<file path="src/rtl/xm_access_port_pkg.sv">
// xv: shared types for the VRAM access port.
//   host_reg_e  - host register select encoding carried on host_reg_i
//   xm_state_e  - access sequencer states
//   ch_width()  - channel-selector width, never narrower than one bit
package xv;

    typedef enum logic [2:0] {
        REG_RD_INCR = 3'd0,
        REG_RD_ADDR = 3'd1,
        REG_WR_INCR = 3'd2,
        REG_WR_ADDR = 3'd3,
        REG_DATA    = 3'd4
    } host_reg_e;

    typedef enum logic [1:0] {
        ST_IDLE  = 2'd0,
        ST_WRITE = 2'd1,
        ST_READ  = 2'd2
    } xm_state_e;

    function automatic int ch_width(input int n);
        return (n > 1) ? $clog2(n) : 1;
    endfunction

endpackage

</file>
<file path="src/rtl/xm_access_port_if.sv">
// VRAM request/acknowledge bus.
//   master (access port): mem_sel_o, mem_wr_o, mem_addr_o, mem_data_o out;
//                         mem_ack_i, mem_data_i in
//   slave  (VRAM side)  : the reverse
// A request is held stable from mem_sel_o rising until mem_ack_i is seen.
interface xm_access_port_if #(
    parameter int ADDR_W = 16,
    parameter int DATA_W = 16
);
    logic              mem_sel_o;
    logic              mem_wr_o;
    logic [ADDR_W-1:0] mem_addr_o;
    logic [DATA_W-1:0] mem_data_o;
    logic              mem_ack_i;
    logic [DATA_W-1:0] mem_data_i;

    modport master (
        output mem_sel_o, mem_wr_o, mem_addr_o, mem_data_o,
        input  mem_ack_i, mem_data_i
    );

    modport slave (
        input  mem_sel_o, mem_wr_o, mem_addr_o, mem_data_o,
        output mem_ack_i, mem_data_i
    );
endinterface

</file>
<file path="src/rtl/xm_access_port_wfifo.sv">
// xm_wfifo: posted-write FIFO holding {addr,data} entries.
//   clk, reset_n_i : clock, async active-low reset (empties the FIFO)
//   push, din      : enqueue (ignored when full)
//   pop            : dequeue head (ignored when empty)
//   dout           : head entry, valid while !empty
//   full, empty    : occupancy flags
module xm_wfifo #(
    parameter int DEPTH = 4,
    parameter int W     = 32
) (
    input  logic         clk,
    input  logic         reset_n_i,
    input  logic         push,
    input  logic         pop,
    input  logic [W-1:0] din,
    output logic [W-1:0] dout,
    output logic         full,
    output logic         empty
);
    localparam int PW = $clog2(DEPTH);

    logic [DEPTH-1:0][W-1:0] ram_q;
    logic [PW-1:0]           wp_q, rp_q;
    logic [PW:0]             cnt_q;
    logic                    do_push, do_pop;

    assign full    = (cnt_q == (PW+1)'(DEPTH));
    assign empty   = (cnt_q == '0);
    assign do_push = push && !full;
    assign do_pop  = pop && !empty;
    assign dout    = ram_q[rp_q];

    always_ff @(posedge clk or negedge reset_n_i) begin
        if (!reset_n_i) begin
            ram_q <= '0;
            wp_q  <= '0;
            rp_q  <= '0;
            cnt_q <= '0;
        end else begin
            if (do_push) begin
                ram_q[wp_q] <= din;
                wp_q        <= wp_q + 1'b1;
            end
            if (do_pop)
                rp_q <= rp_q + 1'b1;
            case ({do_push, do_pop})
                2'b10:   cnt_q <= cnt_q + 1'b1;
                2'b01:   cnt_q <= cnt_q - 1'b1;
                default: cnt_q <= cnt_q;
            endcase
        end
    end
endmodule

</file>
<file path="src/rtl/xm_access_port.sv">
// xm_access_port: host register port onto VRAM with NUM_CH auto-increment
// channels. Writes are posted through a FIFO; each channel keeps one word
// prefetched at its read address.
//   clk, reset_n_i            : pixel clock, async active-low reset
//   host_wr_i / host_rd_i     : register-write / DATA-read strobes
//   host_ch_i, host_reg_i     : channel and register select
//   host_data_i / host_data_o : write word / prefetched word of host_ch_i
//   rd_valid_o                : per-channel prefetched-word-valid
//   wfifo_full_o, ovf_o       : FIFO full, dropped DATA write pulse
//   busy_o                    : access in flight, FIFO non-empty or read pending
//   mem                       : VRAM request bus (master side)
module xm_access_port
    import xv::*;
#(
    parameter int  NUM_CH      = 2,
    parameter int  WFIFO_DEPTH = 4,
    parameter int  ADDR_W      = 16,
    parameter int  DATA_W      = 16,
    localparam int CH_W        = ch_width(NUM_CH)
) (
    input  logic              clk,
    input  logic              reset_n_i,
    input  logic              host_wr_i,
    input  logic              host_rd_i,
    input  logic [CH_W-1:0]   host_ch_i,
    input  logic [2:0]        host_reg_i,
    input  logic [DATA_W-1:0] host_data_i,
    output logic [DATA_W-1:0] host_data_o,
    output logic [NUM_CH-1:0] rd_valid_o,
    output logic              wfifo_full_o,
    output logic              ovf_o,
    output logic              busy_o,
    xm_access_port_if.master  mem
);
    typedef struct packed {
        logic [ADDR_W-1:0] addr;
        logic [DATA_W-1:0] data;
    } wr_ent_t;

    // per-channel state
    logic [NUM_CH-1:0][ADDR_W-1:0] rd_addr_q, rd_incr_q, wr_addr_q, wr_incr_q;
    logic [NUM_CH-1:0][DATA_W-1:0] rd_data_q;
    logic [NUM_CH-1:0]             rd_valid_q, pend_q;

    // host decode
    host_reg_e         reg_sel;
    logic [ADDR_W-1:0] host_addr, sel_wr_addr;
    logic [NUM_CH-1:0] ch_hit, reg_wr, rd_addr_wr, rd_take, rd_done;
    logic              data_wr;

    // FIFO
    wr_ent_t push_ent, head_ent;
    logic    fifo_push, fifo_pop, fifo_full, fifo_empty;

    // sequencer
    xm_state_e         state_q, state_d;
    logic              load_wr, load_rd, ack;
    logic [CH_W-1:0]   pick_ch, srv_ch_q, rr_q;
    int                best_d;
    logic              stale_q, ovf_q, mem_wr_q;
    logic [ADDR_W-1:0] mem_addr_q;
    logic [DATA_W-1:0] mem_data_q;

    assign reg_sel   = host_reg_e'(host_reg_i);
    assign host_addr = ADDR_W'(host_data_i);

    always_comb begin
        ch_hit      = '0;
        sel_wr_addr = '0;
        host_data_o = '0;
        for (int c = 0; c < NUM_CH; c++) begin
            if (host_ch_i == CH_W'(c)) begin
                ch_hit[c]   = 1'b1;
                sel_wr_addr = wr_addr_q[c];
                host_data_o = rd_data_q[c];
            end
        end
    end

    // ack only counts while a request is actually on the bus
    assign ack = mem.mem_ack_i && (state_q != ST_IDLE);

    for (genvar c = 0; c < NUM_CH; c++) begin : g_ch
        assign reg_wr[c]     = host_wr_i && ch_hit[c];
        assign rd_addr_wr[c] = reg_wr[c] && (reg_sel == REG_RD_ADDR);
        assign rd_take[c]    = host_rd_i && ch_hit[c] && rd_valid_q[c];
        // stale data (address rewritten in flight) is never delivered
        assign rd_done[c]    = ack && (state_q == ST_READ) &&
                               (srv_ch_q == CH_W'(c)) && !stale_q;
    end

    assign data_wr   = host_wr_i && (reg_sel == REG_DATA) && (|ch_hit);
    // full is judged on this cycle's occupancy, a same-cycle pop does not help
    assign fifo_push = data_wr && !fifo_full;
    assign fifo_pop  = ack && (state_q == ST_WRITE);
    assign push_ent  = '{addr: sel_wr_addr, data: host_data_i};

    xm_wfifo #(
        .DEPTH (WFIFO_DEPTH),
        .W     (ADDR_W + DATA_W)
    ) u_wfifo (
        .clk       (clk),
        .reset_n_i (reset_n_i),
        .push      (fifo_push),
        .pop       (fifo_pop),
        .din       (push_ent),
        .dout      (head_ent),
        .full      (fifo_full),
        .empty     (fifo_empty)
    );

    always_ff @(posedge clk or negedge reset_n_i) begin
        if (!reset_n_i) begin
            rd_addr_q  <= '0;
            rd_incr_q  <= '0;
            wr_addr_q  <= '0;
            wr_incr_q  <= '0;
            rd_data_q  <= '0;
            rd_valid_q <= '0;
            pend_q     <= '0;
        end else begin
            for (int c = 0; c < NUM_CH; c++) begin
                if (reg_wr[c]) begin
                    case (reg_sel)
                        REG_RD_INCR: rd_incr_q[c] <= host_addr;
                        REG_WR_INCR: wr_incr_q[c] <= host_addr;
                        REG_WR_ADDR: wr_addr_q[c] <= host_addr;
                        default: ;
                    endcase
                end
                if (fifo_push && ch_hit[c])
                    wr_addr_q[c] <= wr_addr_q[c] + wr_incr_q[c];

                // address reload beats a consume, which beats a fill
                if (rd_addr_wr[c]) begin
                    rd_addr_q[c]  <= host_addr;
                    rd_valid_q[c] <= 1'b0;
                    pend_q[c]     <= 1'b1;
                end else if (rd_take[c]) begin
                    rd_addr_q[c]  <= rd_addr_q[c] + rd_incr_q[c];
                    rd_valid_q[c] <= 1'b0;
                    pend_q[c]     <= 1'b1;
                end else if (rd_done[c]) begin
                    rd_data_q[c]  <= mem.mem_data_i;
                    rd_valid_q[c] <= 1'b1;
                    pend_q[c]     <= 1'b0;
                end
            end
        end
    end

    // round-robin: nearest pending channel at or after rr_q
    always_comb begin
        pick_ch = '0;
        best_d  = NUM_CH;
        for (int c = 0; c < NUM_CH; c++) begin
            if (pend_q[c] && (((c + NUM_CH - int'(rr_q)) % NUM_CH) < best_d)) begin
                best_d  = (c + NUM_CH - int'(rr_q)) % NUM_CH;
                pick_ch = CH_W'(c);
            end
        end
    end

    always_ff @(posedge clk or negedge reset_n_i) begin
        if (!reset_n_i) state_q <= ST_IDLE;
        else            state_q <= state_d;
    end

    always_comb begin
        state_d = state_q;
        load_wr = 1'b0;
        load_rd = 1'b0;
        case (state_q)
            ST_IDLE: begin
                if (!fifo_empty) begin
                    state_d = ST_WRITE;
                    load_wr = 1'b1;
                end else if (|pend_q) begin
                    state_d = ST_READ;
                    load_rd = 1'b1;
                end
            end
            ST_WRITE, ST_READ: if (mem.mem_ack_i) state_d = ST_IDLE;
            default: state_d = ST_IDLE;
        endcase
    end

    always_ff @(posedge clk or negedge reset_n_i) begin
        if (!reset_n_i) begin
            mem_wr_q   <= 1'b0;
            mem_addr_q <= '0;
            mem_data_q <= '0;
            srv_ch_q   <= '0;
            rr_q       <= '0;
            stale_q    <= 1'b0;
            ovf_q      <= 1'b0;
        end else begin
            ovf_q <= data_wr && fifo_full;
            if (load_wr) begin
                mem_wr_q   <= 1'b1;
                mem_addr_q <= head_ent.addr;
                mem_data_q <= head_ent.data;
            end else if (load_rd) begin
                mem_wr_q   <= 1'b0;
                mem_addr_q <= rd_addr_q[pick_ch];
                srv_ch_q   <= pick_ch;
                rr_q       <= (pick_ch == CH_W'(NUM_CH - 1)) ? '0 : pick_ch + 1'b1;
                // a reload in the issue cycle already makes this read stale
                stale_q    <= rd_addr_wr[pick_ch];
            end else if (state_q == ST_READ) begin
                stale_q    <= stale_q | rd_addr_wr[srv_ch_q];
            end
        end
    end

    assign mem.mem_sel_o  = (state_q != ST_IDLE);
    assign mem.mem_wr_o   = mem_wr_q;
    assign mem.mem_addr_o = mem_addr_q;
    assign mem.mem_data_o = mem_data_q;

    assign rd_valid_o   = rd_valid_q;
    assign wfifo_full_o = fifo_full;
    assign ovf_o        = ovf_q;
    assign busy_o       = mem.mem_sel_o || !fifo_empty || (|pend_q);
endmodule

</file>
<file path="src/flat_wrapper.sv">
// flat-port wrapper written by rule: the top's interface ports become plain ports
module xm_access_port_flat import xv::*;
#(
    parameter int  NUM_CH      = 2,
    parameter int  WFIFO_DEPTH = 4,
    parameter int  ADDR_W      = 16,
    parameter int  DATA_W      = 16,
    localparam int CH_W        = ch_width(NUM_CH)
)
  (clk, reset_n_i, host_wr_i, host_rd_i, host_ch_i, host_reg_i, host_data_i, host_data_o, rd_valid_o, wfifo_full_o, ovf_o, busy_o, mem_mem_sel_o, mem_mem_wr_o, mem_mem_addr_o, mem_mem_data_o, mem_mem_ack_i, mem_mem_data_i);
  xm_access_port_if #(.ADDR_W(ADDR_W), .DATA_W(DATA_W)) mem_i ();
  input  logic clk;
  input  logic reset_n_i;
  input  logic host_wr_i;
  input  logic host_rd_i;
  input  logic [CH_W-1:0] host_ch_i;
  input  logic [2:0] host_reg_i;
  input  logic [DATA_W-1:0] host_data_i;
  output logic [DATA_W-1:0] host_data_o;
  output logic [NUM_CH-1:0] rd_valid_o;
  output logic wfifo_full_o;
  output logic ovf_o;
  output logic busy_o;
  output wire logic [$bits(mem_i.mem_sel_o)-1:0] mem_mem_sel_o;
  output wire logic [$bits(mem_i.mem_wr_o)-1:0] mem_mem_wr_o;
  output wire logic [$bits(mem_i.mem_addr_o)-1:0] mem_mem_addr_o;
  output wire logic [$bits(mem_i.mem_data_o)-1:0] mem_mem_data_o;
  input wire logic [$bits(mem_i.mem_ack_i)-1:0] mem_mem_ack_i;
  input wire logic [$bits(mem_i.mem_data_i)-1:0] mem_mem_data_i;
  assign mem_mem_sel_o = mem_i.mem_sel_o;
  assign mem_mem_wr_o = mem_i.mem_wr_o;
  assign mem_mem_addr_o = mem_i.mem_addr_o;
  assign mem_mem_data_o = mem_i.mem_data_o;
  assign mem_i.mem_ack_i = mem_mem_ack_i;
  assign mem_i.mem_data_i = mem_mem_data_i;
  xm_access_port #(.NUM_CH(NUM_CH), .WFIFO_DEPTH(WFIFO_DEPTH), .ADDR_W(ADDR_W), .DATA_W(DATA_W)) u_core (.clk(clk), .reset_n_i(reset_n_i), .host_wr_i(host_wr_i), .host_rd_i(host_rd_i), .host_ch_i(host_ch_i), .host_reg_i(host_reg_i), .host_data_i(host_data_i), .host_data_o(host_data_o), .rd_valid_o(rd_valid_o), .wfifo_full_o(wfifo_full_o), .ovf_o(ovf_o), .busy_o(busy_o), .mem(mem_i));
endmodule
</file>
<file path="config.mk">
export PLATFORM = sky130hd
export DESIGN_NAME = xm_access_port_flat
export DESIGN_NICKNAME = d
export VERILOG_FILES = /design/src/rtl/xm_access_port_pkg.sv /design/src/rtl/xm_access_port_if.sv /design/src/rtl/xm_access_port_wfifo.sv /design/src/rtl/xm_access_port.sv /design/src/flat_wrapper.sv
export SDC_FILE = /design/constraint.sdc
export NUM_CORES = 1
export LEC_CHECK = 0
export ABC_CLOCK_PERIOD_IN_PS = 4500
export CORE_AREA = 5 5 194 214
export CTS_CLUSTER_DIAMETER = 200
export DETAILED_ROUTE_END_ITERATION = 10
export DIE_AREA = 0 0 199 219
export PLACE_DENSITY = 0.66
export SETUP_SLACK_MARGIN = 0.15
export SYNTH_ARGS = -nofsm -noshare
export SYNTH_HDL_FRONTEND = slang
export SYNTH_SLANG_ARGS = --single-unit
export TNS_END_PERCENT = 1
</file>
<file path="constraint.sdc">
create_clock -name clk -period 4.5 [get_ports clk]
set_clock_uncertainty 0.05 [all_clocks]
set_input_delay 1.125 -clock clk [delete_from_list [all_inputs] [get_ports clk]]
set_output_delay 1.125 -clock clk [all_outputs]
set_load 0.01 [all_outputs]
</file>
== Word-level counts from Yosys, hierarchy flattened ==
Index checks and enable logic that the tools add are counted.
Storage, ports and cells
  flip-flop bits (word level): 338
  input bits: 41
  output and inout port bits: 55
  logic and storage cells: 182
Operators by class
  $add $sub $neg: 11
  order comparisons: 7
  eq/ne operators: 11
  mux-type cells: 55
  bitwise operators: 9
  reductions and logical operators: 60
Operators with widths (count)
  $mux 16: 15
  $bwmux 128: 1
  $mux 32: 3
  $add 16x16->16: 4
  $bmux 32 s2: 1
  $demux 32 s2: 1
  $lt 2x32->1: 1
  $mux 1: 29
  $logic_and 1x1->1: 26
  $reduce_bool 2->1: 10
  $reduce_and 2->1: 9
  $lt 2x3->1 const B: 3
  $eq 3x2->1 const B: 2
  $eq 3x3->1 const B: 2
  $logic_not 3->1: 2
  $mux 2: 3
  $not 1->1: 6
  $pmux 3 s2: 1
  $reduce_and 3->1: 2
  $reduce_bool 3->1: 2
  $reduce_or 2->1: 3
  $sub 2x1->3 const A: 2
  $add 2x1->2 const B: 2
  $eq 2x1->1 const B: 2
  15 further kinds: 21

== Depth between registers and ports, before layout ==
  depth in word-level cells: 12
  mapped depth: 11
  mapped depth without buffers: 11

== Modules after synthesis ==
A second synthesis with hierarchy kept.
Unflattened totals
  cells, all modules: 1449
  area, all modules: 17377.9 um^2
By module, submodules not included
  xm_access_port: instances 1, cells each 1101, area each 11414.7 um^2, sequential area each 5079.9 um^2
  xm_wfifo: instances 1, cells each 348, area each 5963.2 um^2, sequential area each 3378.2 um^2

== Least setup slack after synthesis ==
OpenSTA, ideal clock, no wires.
  path type: input to output
  start: in host_ch_i
  end: out host_data_o[0]
  arrival time: 2.390 ns
  required time: 3.325 ns
  path slack: 0.935 ns
  stages on the path: 4
  path buffers: 3
  cell sequence: clkbuf_1 -> buf_2 -> buf_1 -> mux2_2
Between the ends
  longest elaborated chain between the ends: 1
Ends and longest elaborated chain
  start, declared: line flat_wrapper.sv:16  | input logic [CH_W-1:0] host_ch_i;
  $mux 16: line xm_access_port.sv:72  | if (host_ch_i == CH_W'(c)) begin
  end, declared: line flat_wrapper.sv:19  | output logic [DATA_W-1:0] host_data_o;
No other way between the ends.

== Worst setup path in the final report ==
  start: in host_ch_i
  end: out host_data_o[9]
Same word-level chain as after synthesis.

==> flow_summary.yaml <==
cts:
  cts_buffer_depth: 3
  post_cts_buffers: 0
  clock_latency_ns: 0.53
  htree_levels: 2
  cts_resized: 0
  root_buffer: "clkbuf_16"
  holdBufCountCts: 0
  cts_buffers: 38
  path_clk_slew_ns: 0.05
  cts_tree: "built"
  cts_sinks: 338
cells_and_area:
  fin_cells: 2180
  final_cell_mix: "dfrtp_1 (337), nand2_1 (218), mux2_2 (147), o21ai_0 (96), clkdlybuf4s50_1 (93)"
  synthToLayoutAreaGrowth_pct: 15.88
  regArea_um2: 8459
  diodes: 0
  nFillCells: 3452
  design_area_um2: 20090
  final_layout_size_suffix_gt1_share_pct: 17.15
  layout_commonest_cell: "dfrtp_1"
  layout.nets: 1764
  multi_input_area_um2: 8452
floorplanning:
  die-width_um: 199
  ios: 96
  core_um2: 38990
  die-area_um2: 43580
  fp.dieH_um: 219
  row_count: 76
  initial_core_util_pct: 44.47
power_and_ir_drop:
  clock_power_share_pct: 23.0
  p_sw_share_pct: 35.33
  power_frac_comb_pct: 40.0
  seqPwrFrac_pct: 37.1
  intPower_mw: 8.806
  p_leak_nw: 9.248
  peakVddDrop_mv: 0.2732
  powerDensity_nw_per_um2: 677.8
  power.switching_mw: 4.811
global_route:
  grt_pass1_wl_mm: 68.90
  grt_pass1_vias: 12603
  antenna_found_initial: 1
  grt_max_degree: 105
  grt_usage_pct: 19.87
  grt_overflow: 0
drt:
  drt-total-wl_mm: 42.49
  via_per_inst: 5.628
  drt-initial-drc-count: 747
  wl_per_cell_um: 19.49
  ant_nets: 0
  num_vias: 12268
  drc: 0
  dr.pass1.iters: 5
timing:
  min_period_ns: 3.600
  slew_headroom_pct: 42.31
  drv_slew: 0
  max_clock_freq_mhz: 277.8
  period_share_pct: 80.01
  tightest_slew_ns: 0.8653
  finalSetupTns_ns: 0
  setup_viol: 0
  grt_setup_unrepaired: "false"
  hold_violations: 0
worst_hold_path:
  hold_path_depth: 2
  min_path_type: "register to register"
placed_design:
  dp.cells: 2117
  place_area_um2: 18830
  place_congestion: 0.8881
  io_buffers: 95
  hpwl_mm: 30.00
logic_synthesis:
  async_reset_ff_share_pct: 100.0
  synth_nets: 1694
  avgSynthCellArea_um2: 10.97
  synth-seq-area-share_pct: 48.78
  syn_area_um2: 17340
  ys_warn_count: 0
  yosys.area.top_type_share_pct: 48.78
  synth_edf_count: 0
  synthCells: 1580
  ys_types: 69
  synthTopCellsByArea: "dfrtp_1 (49%), mux2_2 (9.5%), ha_1 (4.9%)"
  ys_ff_latch: 338
  ys.flop_type: "dfrtp_1"
  synth_top_cell_by_area: "dfrtp_1"
worst_setup_path:
  worstSetupPathType: "primary input to primary output"
  timing.rr.end: "u_core.rd_addr_q[12]"
  cp.required_ns: 3.32
  reg2reg_depth: 10
  critPathLaunchType: "primary input"
  arrival_ns: 2.43
  cp-startpoint: "host_ch_i"
  endpoint: "host_data_o[9]"
  worstPathMaxFanout: 17
  end_kind: "primary output"
  r2r_slack_ns: 1.58
  r2r-start: "u_core.rd_addr_q[0]"
flow_run:
  maxCapViolations: 0
status:
  outcome: "completed"
-- flip-flops by register name, indices dropped and copies added (netlist names), 3 cells and up --
name and cells:
u_core.u_wfifo.ram_q 128, u_core.rd_addr_q 32, u_core.rd_data_q 32, u_core.rd_incr_q 32, u_core.wr_addr_q 32, u_core.wr_incr_q 32, u_core.mem.mem_addr_o 16, u_core.mem.mem_data_o 16
u_core.u_wfifo.cnt_q 3
-- cell usage after synthesis (all sizes together) (7+ instances only) --
cell type and count:
nor2b 7, clkbuf 79, dfrtp 338, a21o 33, mux4 32, nand3 20
inv 20, xor2 20, and3 8, nand2b 7, mux2 176, nand4 8
o21a 9, o21bai 7, nor3 15, ha 68, a31oi 10, a221o 16
o21ai 151, xnor2 31, a21oi 85, nor2 83, buf 15, a211oi 15
nand2 220, mux2i 42
-- critical path: stages --
cell and delay [ns]:
buf_2 0.40, mux2_2 0.40, clkdlybuf4s50_1 0.48
-- per-stage QoR --
step / setup WS, ns / util (%) / power, mW / hold WS, ns
after floorplan: 0.9349 / - / 8.817 / 0.3946
after global placement: 0.7364 / 48.29 / 10.33 / 0.4060
after detailed placement: 0.6252 / 48.29 / 10.54 / 0.4145
after CTS: 0.8743 / 51.53 / 13.72 / 0.4276
after global routing: 0.8453 / 51.53 / 14.57 / 0.4540
final: 0.8997 / 51.53 / 13.62 / 0.4218
-- layout make-up --
type                       count  share of cell area, %
tap                          507                  3.158
sequential                   338                  42.11
multi-input combinational   1128                  42.07
clock buffer                  56                  5.723
timing repair buffer         124                  6.004
inverter                      20                 0.3737
clock inverter                 7                 0.5667
-- power by group through the flow --
| stage | Combinational, mW | Sequential, mW | Clock, mW |
|---|---|---|---|
| 3_5_place_dp | 5.45 | 5.09 | 0 |
| 6_report | 5.44 | 5.05 | 3.13 |
| 3_3_place_gp | 5.29 | 5.04 | 0 |
| 2_1_floorplan | 4.02 | 4.80 | 0 |
| 5_1_grt | 6.04 | 5.20 | 3.33 |
| 4_1_cts | 5.47 | 5.05 | 3.20 |
-- layer usage --
| metal | part of all wire [%] | global-route usage (%) | vias up |
|---|---|---|---|
| li1 | - | - | 5811 |
| met1 | 46 | 27.56 | 6168 |
| met2 | 48 | 33.56 | 241 |
| met3 | 4.4 | 2.748 | 48 |
| met4 | 1.7 | 4.241 | 0 |
| met5 | 0 | 0 | - |
-- how the worst min path moves through the flow --
stage	from	slack (ns)	end
floorplan	u_core.u_wfifo.ram_q[80]	0.39	u_core.u_wfifo.ram_q[80]
global placement	u_core.u_wfifo.ram_q[126]	0.41	u_core.u_wfifo.ram_q[126]
detailed placement	u_core.mem.mem_data_o[3]	0.41	u_core.mem.mem_data_o[3]
CTS	u_core.mem.mem_data_o[3]	0.43	u_core.mem.mem_data_o[3]
global route	u_core.u_wfifo.ram_q[94]	0.45	u_core.u_wfifo.ram_q[94]
finish	u_core.mem.mem_data_o[3]	0.42	u_core.mem.mem_data_o[3]
-- cells by family (layout without fill, tap and decap cells) --
logic type | count (synthesis) | after routing | share of synthesized area [%]
muxes | 250 | 250 | 18.01
adders and majority gates | 73 | 73 | 5.485
AOI/OAI and AO/OA | 362 | 362 | 12.94
DFF | 338 | 338 | 48.78
and+or+nand+nor | 392 | 392 | 9.670
buffers and inverters | 114 | 207 | 2.533
xor gates and xnor gates | 51 | 51 | 2.576
(Power assumes the default switching activity.)
